==> src/rtl/bus_pkg.sv <==
// Shared definitions for the strobe/acknowledge bus: initiator FSM states,
// bus widths and the default responder base addresses used by benches.
package bus_pkg;

    localparam int BUS_ADR_W = 32;
    localparam int BUS_DAT_W = 32;

    // Default constant/ID responder register addresses
    localparam logic [BUS_ADR_W-1:0] BUS_ID_BASE0 = 32'h0200_0100;
    localparam logic [BUS_ADR_W-1:0] BUS_ID_BASE1 = 32'h0200_0104;
    localparam logic [BUS_ADR_W-1:0] BUS_ID_BASE2 = 32'h0200_0108;

    typedef enum logic [1:0] {
        ST_IDLE   = 2'd0,
        ST_ACCESS = 2'd1,
        ST_RESP   = 2'd2
    } bus_state_e;

endpackage

==> src/rtl/bus_initiator_if.sv <==
// Command port plus strobe/acknowledge bus of the bus initiator.
// master: the initiator side; slave: the command source / responder side.
interface bus_initiator_if;
    import bus_pkg::*;

    // command port
    logic                 iSTART;
    logic [BUS_ADR_W-1:0] iCMD_ADR;
    logic                 iCMD_WE;
    logic [BUS_DAT_W-1:0] iCMD_WDAT;
    logic [3:0]           iCMD_LEN;
    // responder bus
    logic                 oSTB;
    logic                 oWE;
    logic [BUS_ADR_W-1:0] oADR;
    logic [BUS_DAT_W-1:0] oDAT;
    logic [BUS_DAT_W-1:0] iDAT;
    logic                 iACK;
    // status / read return
    logic                 oRVALID;
    logic [BUS_DAT_W-1:0] oRDAT;
    logic                 oBUSY;
    logic                 oDONE;
    logic                 oERR;

    modport master (
        input  iSTART, iCMD_ADR, iCMD_WE, iCMD_WDAT, iCMD_LEN, iDAT, iACK,
        output oSTB, oWE, oADR, oDAT, oRVALID, oRDAT, oBUSY, oDONE, oERR
    );

    modport slave (
        output iSTART, iCMD_ADR, iCMD_WE, iCMD_WDAT, iCMD_LEN, iDAT, iACK,
        input  oSTB, oWE, oADR, oDAT, oRVALID, oRDAT, oBUSY, oDONE, oERR
    );

endinterface

==> src/rtl/bus_timeout_cnt.sv <==
// Per-beat stall counter for the bus initiator. Only built when
// BUS_TIMEOUT_EN is defined. oEXPIRE is high while the strobe has already
// gone TIMEOUT_CYCLES-1 cycles unacknowledged, i.e. during the last
// permitted cycle of the beat.
`ifdef BUS_TIMEOUT_EN
module bus_timeout_cnt #(
    parameter int TIMEOUT_CYCLES = 16
) (
    input  logic iCLK,
    input  logic iRST,
    input  logic iCLR,
    input  logic iEN,
    output logic oEXPIRE
);
    localparam int              CNT_W = $clog2(TIMEOUT_CYCLES) + 1;
    localparam logic [CNT_W-1:0] LAST = CNT_W'(TIMEOUT_CYCLES - 1);

    logic [CNT_W-1:0] cnt_q, cnt_d;

    // count stalled cycles, saturating at the last permitted cycle
    always_comb begin
        cnt_d = cnt_q;
        if (iCLR)
            cnt_d = '0;
        else if (iEN && (cnt_q != LAST))
            cnt_d = cnt_q + CNT_W'(1);
    end

    // counter register
    always_ff @(posedge iCLK or negedge iRST) begin
        if (!iRST) cnt_q <= '0;
        else       cnt_q <= cnt_d;
    end

    assign oEXPIRE = (cnt_q == LAST);

endmodule
`endif

==> src/rtl/bus_initiator.sv <==
// Single-clock strobe/acknowledge bus initiator: takes a one-cycle command,
// runs a single write or a read burst of up to 16 beats on the bus, returns
// each read beat and pulses oDONE at the end.
// Optional feature macro: BUS_TIMEOUT_EN (per-beat stall timeout abort).
module bus_initiator
    import bus_pkg::*;
#(
    parameter int TIMEOUT_CYCLES = 16,
    parameter int ADDR_STEP      = 4
) (
    input  logic            iCLK,
    input  logic            iRST,
    bus_initiator_if.master bus
);
    localparam logic [BUS_ADR_W-1:0] ADR_INC = BUS_ADR_W'(ADDR_STEP);

    bus_state_e           state_q, state_d;
    logic [BUS_ADR_W-1:0] adr_q, adr_d;
    logic                 we_q, we_d;
    logic [BUS_DAT_W-1:0] wdat_q, wdat_d;
    logic [3:0]           beats_q, beats_d;
    logic [BUS_DAT_W-1:0] rdat_q, rdat_d;
    logic                 rvalid_q, rvalid_d;
    logic                 err_q, err_d;
    logic                 tmo_clr, tmo_en, tmo_expire;

    // next-state, command latch, beat sequencing and read capture
    always_comb begin
        state_d  = state_q;
        adr_d    = adr_q;
        we_d     = we_q;
        wdat_d   = wdat_q;
        beats_d  = beats_q;
        rdat_d   = rdat_q;
        rvalid_d = 1'b0;
        err_d    = err_q;
        tmo_clr  = 1'b0;
        tmo_en   = 1'b0;
        case (state_q)
            ST_IDLE: begin
                tmo_clr = 1'b1;
                if (bus.iSTART) begin
                    adr_d   = bus.iCMD_ADR;
                    we_d    = bus.iCMD_WE;
                    wdat_d  = bus.iCMD_WDAT;
                    beats_d = bus.iCMD_WE ? 4'd0 : bus.iCMD_LEN;
                    err_d   = 1'b0;
                    state_d = ST_ACCESS;
                end
            end
            ST_ACCESS: begin
                if (bus.iACK) begin
                    // an ack on the last permitted cycle still wins over expiry
                    tmo_clr = 1'b1;
                    if (!we_q) begin
                        rdat_d   = bus.iDAT;
                        rvalid_d = 1'b1;
                    end
                    if (beats_q != 4'd0) begin
                        beats_d = beats_q - 4'd1;
                        adr_d   = adr_q + ADR_INC;
                    end else begin
                        err_d   = 1'b0;
                        state_d = ST_RESP;
                    end
                end else begin
                    tmo_en = 1'b1;
                    if (tmo_expire) begin
                        err_d   = 1'b1;
                        state_d = ST_RESP;
                    end
                end
            end
            ST_RESP: state_d = ST_IDLE;
            default: state_d = ST_IDLE;
        endcase
    end

    // state and datapath registers
    always_ff @(posedge iCLK or negedge iRST) begin
        if (!iRST) begin
            state_q  <= ST_IDLE;
            adr_q    <= '0;
            we_q     <= 1'b0;
            wdat_q   <= '0;
            beats_q  <= '0;
            rdat_q   <= '0;
            rvalid_q <= 1'b0;
            err_q    <= 1'b0;
        end else begin
            state_q  <= state_d;
            adr_q    <= adr_d;
            we_q     <= we_d;
            wdat_q   <= wdat_d;
            beats_q  <= beats_d;
            rdat_q   <= rdat_d;
            rvalid_q <= rvalid_d;
            err_q    <= err_d;
        end
    end

`ifdef BUS_TIMEOUT_EN
    bus_timeout_cnt #(
        .TIMEOUT_CYCLES (TIMEOUT_CYCLES)
    ) u_tmo (
        .iCLK    (iCLK),
        .iRST    (iRST),
        .iCLR    (tmo_clr),
        .iEN     (tmo_en),
        .oEXPIRE (tmo_expire)
    );
`else
    // no timeout: ACCESS waits for iACK indefinitely
    logic unused_tmo;
    assign tmo_expire = 1'b0;
    assign unused_tmo = tmo_clr ^ tmo_en ^ (TIMEOUT_CYCLES > 0);
`endif

    // bus outputs are forced quiet outside ACCESS
    assign bus.oSTB    = (state_q == ST_ACCESS);
    assign bus.oWE     = (state_q == ST_ACCESS) && we_q;
    assign bus.oADR    = (state_q == ST_ACCESS) ? adr_q : '0;
    assign bus.oDAT    = ((state_q == ST_ACCESS) && we_q) ? wdat_q : '0;
    assign bus.oRVALID = rvalid_q;
    assign bus.oRDAT   = rdat_q;
    assign bus.oBUSY   = (state_q == ST_ACCESS) || (state_q == ST_RESP);
    assign bus.oDONE   = (state_q == ST_RESP);
    assign bus.oERR    = (state_q == ST_RESP) && err_q;

endmodule

==> src/flat_wrapper.sv <==
// flat-port wrapper written by rule: the top's interface ports become plain ports
module bus_initiator_flat import bus_pkg::*;
#(
    parameter int TIMEOUT_CYCLES = 16,
    parameter int ADDR_STEP      = 4
)
  (iCLK, iRST, bus_iSTART, bus_iCMD_ADR, bus_iCMD_WE, bus_iCMD_WDAT, bus_iCMD_LEN, bus_iDAT, bus_iACK, bus_oSTB, bus_oWE, bus_oADR, bus_oDAT, bus_oRVALID, bus_oRDAT, bus_oBUSY, bus_oDONE, bus_oERR);
  bus_initiator_if bus_i ();
  input  logic iCLK;
  input  logic iRST;
  input wire logic [$bits(bus_i.iSTART)-1:0] bus_iSTART;
  input wire logic [$bits(bus_i.iCMD_ADR)-1:0] bus_iCMD_ADR;
  input wire logic [$bits(bus_i.iCMD_WE)-1:0] bus_iCMD_WE;
  input wire logic [$bits(bus_i.iCMD_WDAT)-1:0] bus_iCMD_WDAT;
  input wire logic [$bits(bus_i.iCMD_LEN)-1:0] bus_iCMD_LEN;
  input wire logic [$bits(bus_i.iDAT)-1:0] bus_iDAT;
  input wire logic [$bits(bus_i.iACK)-1:0] bus_iACK;
  output wire logic [$bits(bus_i.oSTB)-1:0] bus_oSTB;
  output wire logic [$bits(bus_i.oWE)-1:0] bus_oWE;
  output wire logic [$bits(bus_i.oADR)-1:0] bus_oADR;
  output wire logic [$bits(bus_i.oDAT)-1:0] bus_oDAT;
  output wire logic [$bits(bus_i.oRVALID)-1:0] bus_oRVALID;
  output wire logic [$bits(bus_i.oRDAT)-1:0] bus_oRDAT;
  output wire logic [$bits(bus_i.oBUSY)-1:0] bus_oBUSY;
  output wire logic [$bits(bus_i.oDONE)-1:0] bus_oDONE;
  output wire logic [$bits(bus_i.oERR)-1:0] bus_oERR;
  assign bus_i.iSTART = bus_iSTART;
  assign bus_i.iCMD_ADR = bus_iCMD_ADR;
  assign bus_i.iCMD_WE = bus_iCMD_WE;
  assign bus_i.iCMD_WDAT = bus_iCMD_WDAT;
  assign bus_i.iCMD_LEN = bus_iCMD_LEN;
  assign bus_i.iDAT = bus_iDAT;
  assign bus_i.iACK = bus_iACK;
  assign bus_oSTB = bus_i.oSTB;
  assign bus_oWE = bus_i.oWE;
  assign bus_oADR = bus_i.oADR;
  assign bus_oDAT = bus_i.oDAT;
  assign bus_oRVALID = bus_i.oRVALID;
  assign bus_oRDAT = bus_i.oRDAT;
  assign bus_oBUSY = bus_i.oBUSY;
  assign bus_oDONE = bus_i.oDONE;
  assign bus_oERR = bus_i.oERR;
  bus_initiator #(.TIMEOUT_CYCLES(TIMEOUT_CYCLES), .ADDR_STEP(ADDR_STEP)) u_core (.iCLK(iCLK), .iRST(iRST), .bus(bus_i));
endmodule
==> config.mk <==
export PLATFORM = sky130hd
export DESIGN_NAME = bus_initiator_flat
export DESIGN_NICKNAME = d
export VERILOG_FILES = /design/src/rtl/bus_pkg.sv /design/src/rtl/bus_initiator_if.sv /design/src/rtl/bus_timeout_cnt.sv /design/src/rtl/bus_initiator.sv /design/src/flat_wrapper.sv
export SDC_FILE = /design/constraint.sdc
export NUM_CORES = 1
export LEC_CHECK = 0
export BUFFER_PORTS_ARGS = -buffer_cell sky130_fd_sc_hd__buf_2
export CORE_MARGIN = 3
export CORE_UTILIZATION = 35
export CTS_CLUSTER_DIAMETER = 30
export DETAILED_ROUTE_END_ITERATION = 10
export SYNTH_ARGS = -nofsm -noshare
export SYNTH_HDL_FRONTEND = slang
export SYNTH_SLANG_ARGS = --single-unit
export TNS_END_PERCENT = 10
==> constraint.sdc <==
create_clock -name iCLK -period 4.5 [get_ports iCLK]
set_clock_uncertainty 0.05 [all_clocks]
set_input_delay 0.45 -clock iCLK [delete_from_list [all_inputs] [get_ports iCLK]]
set_output_delay 0.45 -clock iCLK [all_outputs]
set_load 0.1 [all_outputs]
Word-level counts from Yosys, hierarchy flattened
Index checks and enable logic that the tools add are counted.
{ "word_totals": {"regBits": 105, "latch_bits": 0, "mem_bits_rw": 0, "rom_bits": 0, "inputBits": 105, "out_inout_bits": 102, "word_cells": 50, "memories": 0} }
{ "op_classes": {"n_addsub": 2, "n_mul": 0, "div": 0, "order_cmp": 0, "n_eq_ne": 6, "shift": 0, "muxes": 22, "bitwise": 1, "reduce_logical": 11} }
{ "ops": {"columns": ["operator", "n"], "rows": [
  ["$mux 32", 5],
  ["$pmux 32 s2", 1],
  ["$add 32x3->32 const B", 1],
  ["$mux 4", 4],
  ["$pmux 4 s2", 1],
  ["$reduce_and 4->1", 2],
  ["$mux 1", 6],
  ["$mux 2", 3],
  ["$ne 2x2->1 const B", 3],
  ["$reduce_and 3->1", 2],
  ["$pmux 2 s2", 1],
  ["$reduce_bool 4->1", 1],
  ["$sub 4x1->4 const B", 1],
  ["$eq 2x1->1 const B", 1],
  ["$eq 2x2->1 const B", 1],
  ["$logic_and 1x1->1", 2],
  ["$logic_not 2->1", 1],
  ["$ne 2x1->1 const B", 1],
  ["$pmux 1 s2", 1],
  ["$reduce_and 2->1", 1],
  ["$reduce_bool 2->1", 1],
  ["$logic_or 1x1->1", 1],
  ["$not 1->1", 1]
]} }

Depth between registers and ports, before layout
{ "depth": {"ltp_word": 4, "mapped_depth": 9, "depth_no_buf": 7} }

Least setup slack after synthesis
No wires, ideal clock.
{ "synth_timing": {"path_kind": "reg2out", "start": "register u_core.state_q[1]", "end": "output port bus_oADR[19]", "arrival_time_ns": 3.262, "required_ns": 4.000, "slack_ns": 0.738, "path_stages_with_launch": 7, "n_path_buf": 2, "cell_sequence": "dfrtp_1 > inv_1 > ha_1 > clkbuf_1 > inv_1 > clkbuf_1 > nor2_1"} }
{ "synth_via": {"elab_chain_len": 2} }
{ "synth_rtl": {"columns": ["element", "line", "source"], "rows": [
  ["start, declared", "bus_initiator.sv:17", "bus_state_e state_q, state_d;"],
  ["start signal, assigned", "bus_initiator.sv:91", "state_q <= state_d;"],
  ["$eq 2x1->1", null, null],
  ["net bus_oSTB", "flat_wrapper.sv:18", "output wire logic [$bits(bus_i.oSTB)-1:0] bus_oSTB;"],
  ["$mux 32", "bus_initiator.sv:122", "assign bus.oADR = (state_q == ST_ACCESS) ? adr_q : '0;"],
  ["end, declared", "flat_wrapper.sv:20", "output wire logic [$bits(bus_i.oADR)-1:0] bus_oADR;"]
]} }
The timed path passes the listed nets, and every way through them passes these cells.

Worst setup path after layout
{ "layout_timing": {"start": "register u_core.state_q[1]", "end": "output port bus_oADR[16]"} }
{ "layout_via": {"elab_chain_len": 2} }
{ "layout_rtl": {"columns": ["element", "line"], "rows": [
  ["$eq 2x1->1", "bus_initiator.sv:122"],
  ["$mux 32", "bus_initiator.sv:122"]
]} }
Every way passes these cells.

==> flow_summary.toml <==
[cts]
cts_sinks = 104
cts_made_buffers = 9
cts_tree = "built"
insertion_delay_ns = 0.35
clock_path_buffers = 2
postCtsSetupBuffers = 0
clk_pin_slew_ns = 0.07
cts.root.buffer_cell = "clkbuf_16"
post_cts_resized = 0
h-tree-depth = 3
hold_buffers = 0

[place]
hpwl_um = 10950
io_buffers = 205
place.gp.congestion = 0.8423
dp_slack_ns = 1.148
placed_cells = 930

[flow_run]
maxCapViolCount = 0

[global_routing]
grt_pass1_vias = 4799
antenna_found_initial = 1
use_met2_pct = 27.99
grtUsageMet3_pct = 4.732
top_usage_layer = "met2"
grt_max_degree = 75
grtUsageTotal_pct = 18.23
use_met1_pct = 24.68
grt_pass1_wl_um = 24240
grt_overflow_total = 0

[timing]
layout_min_cycle_time_ns = 3.402
tightestPinTransition_ns = 1.121
slew_violations = 0
fmax_mhz = 294.0
tns_ns = 0
setup_slack_ns = 1.098
rsz0062_at_grt = "false"
period_share_pct = 75.60
max-slew-margin-rel_pct = 24.68
hold_viol_final = 0
setup_viol = 0

[worst_hold_path]
min_path_type = "in -> async"

[logic_synthesis]
synthSimpleGateAreaFrac_pct = 25.57
synthAdderAreaFrac_pct = 1.657
synthFlopType = "dfrtp_1"
synth.distinct_cells = 54
synthCells = 572
yosysTopAreaCell = "dfrtp_1"
synth_top_family_by_area = "simple AND/OR/NAND/NOR gates"
synth_fp_nets = 684
synth_enable_flop_cells = 0
muxShareOfSynthArea_pct = 8.168
synth_area_sq_um = 5285
synth_top_area_share_pct = 49.24
synthArstFlopShare_pct = 100.0
synth_xor_xnor_area_share_pct = 0
ys_seq_area_share_pct = 49.24
synth_area_per_cell_sq_um = 9.240
synth-compound-area-share_pct = 11.48
yosys_register_bits = 104
yosys_warnings = 0
synthTopCellsByArea = "dfrtp_1, nand2_1, mux2_2, and3_1, and2_1"

[floorplan]
core.rowCount = 44
io-pin-count = 207
die_x_um = 128.9
start_util_pct = 36.09
die_area_sq_um = 16610
die_h_um = 128.9
design.core.area_sq_um = 14640

[detailed_routing]
drt-total-wl_um = 15490
wl_per_cell_um = 16.37
vias = 4936
drt-vias-per-instance = 5.218
drt_pre_antenna_iters = 5
final_antenna_net_count = 0
drt_iter0_markers = 358
drc = 0

[finish]
layout_commonest_cell = "buf_2"
final_util_pct = 46.18
area_delta_synth_final_pct = 27.96
fill_cells = 1448
antenna_cells = 0
fin_cells = 946
mostFrequentLayoutCells = "buf_2, nand2_1, dfrtp_1, and3_1, mux2_2"
post_route_cells_drive_above_1_share_pct = 35.43
final_nets = 869

[worst_setup_path]
worst_setup_path_end_kind = "output port"
r2r_start = "u_core.state_q[1]$_DFFE_PN0P_"
r2r_end = "u_core.adr_q[31]$_DFFE_PN0P_"
path_class = "reg -> out"
r2r_cells = 7
required_ns = 4.00
crit_arrival_ns = 2.90
r2r_slack_ns = 1.10
startpoint_type = "flop"
critPathMaxFanout = 74

[run_status]
status = "finished clean"
## cell families (layout without fill, tap and decap cells)
logic type      Yosys count  count (layout)
compound gates           95              95
fa+ha+maj                 7               7
buf+inv                  50             240
flops                   104             104
mux                      39              39
other cells               1               1
simple gates            276             276
## cells in the mapped netlist (2+ instances only)
library cell  count
buf_1             5
buf_2             2
a32oi_1           2
o2bb2ai_1         2
nand3_1          12
a221oi_1          2
nand4_1           7
nand2_1         134
and2_1           25
o22ai_1          12
a221o_1           3
o21ai_0          18
a211oi_1          3
a2bb2oi_1         3
mux2i_1           6
a22oi_1           2
nand2b_1          3
or3_1             2
ha_1              7
mux2_2           33
nor4_1            3
a31oi_1           5
nor2_1           28
nor3_1            9
nor2b_1           3
a21oi_1          29
a311oi_1          4
o31a_1            2
and3_1           38
or2_2             2
clkbuf_1         26
inv_1            15
dfrtp_1         104
## flip-flops by register name, indices dropped and copies added, names as in the netlist
signal / flops
u_core.wdat_q: 32
u_core.we_q: 1
u_core.beats_q: 4
u_core.bus.oRDAT: 32
u_core.state_q: 2
u_core.bus.oRVALID: 1
u_core.adr_q: 32
## routing by layer
metal	up-vias	part of all wire, %
met5	-	0.084
li1	2357	-
met2	198	46
met3	20	7.5
met1	2359	44
met4	2	2.0
## worst max-delay path: stages, from the launching register on
cell and delay [ns]:
dfrtp_1 0.39, inv_1 0.16, ha_4 0.61, inv_1 0.61
nor2_1 0.30, buf_2 0.47
## worst max path at each step
| stage | startpoint | to | slack (ns) | depth (start not counted) |
|---|---|---|---|---|
| 5_1_grt | u_core.state_q[1]$_DFFE_PN0P_ | bus_oADR[20] | 0.88 | 5 |
| 2_1_floorplan | u_core.state_q[1]$_DFFE_PN0P_ | bus_oADR[19] | 0.74 | 6 |
| 6_report | u_core.state_q[1]$_DFFE_PN0P_ | bus_oADR[16] | 1.10 | 5 |
| 3_5_place_dp | u_core.state_q[1]$_DFFE_PN0P_ | u_core.adr_q[31]$_DFFE_PN0P_ | 1.15 | 7 |
| 4_1_cts | u_core.state_q[1]$_DFFE_PN0P_ | bus_oADR[16] | 1.10 | 5 |
| 3_3_place_gp | u_core.state_q[1]$_DFFE_PN0P_ | u_core.adr_q[31]$_DFFE_PN0P_ | 1.28 | 7 |
## stage by stage
step / hold WS (ns) / instance area [sq um]
after floorplan: 0.1044 / 5285
after global placement: 0.4064 / 6459
after detailed placement: 0.4106 / 6459
after CTS: 0.2198 / 6763
after global routing: 0.2368 / 6763
final: 0.2006 / 6763
## cell type report
type | count | area [sq um] | share of cell area, %
flip-flops and latches | 104 | 2603 | 38.48
clock inverters | 7 | 78.83 | 1.166
repair buffers | 209 | 1059 | 15.65
inverters | 15 | 56.30 | 0.8326
multi-input cells | 418 | 2511 | 37.13
well taps | 184 | 230.2 | 3.404
clock buffers | 9 | 225.2 | 3.330
Power is left out: the tool's default activity adds up to more than one toggle a clock period on the data nets, which glitch-free logic cannot reach.
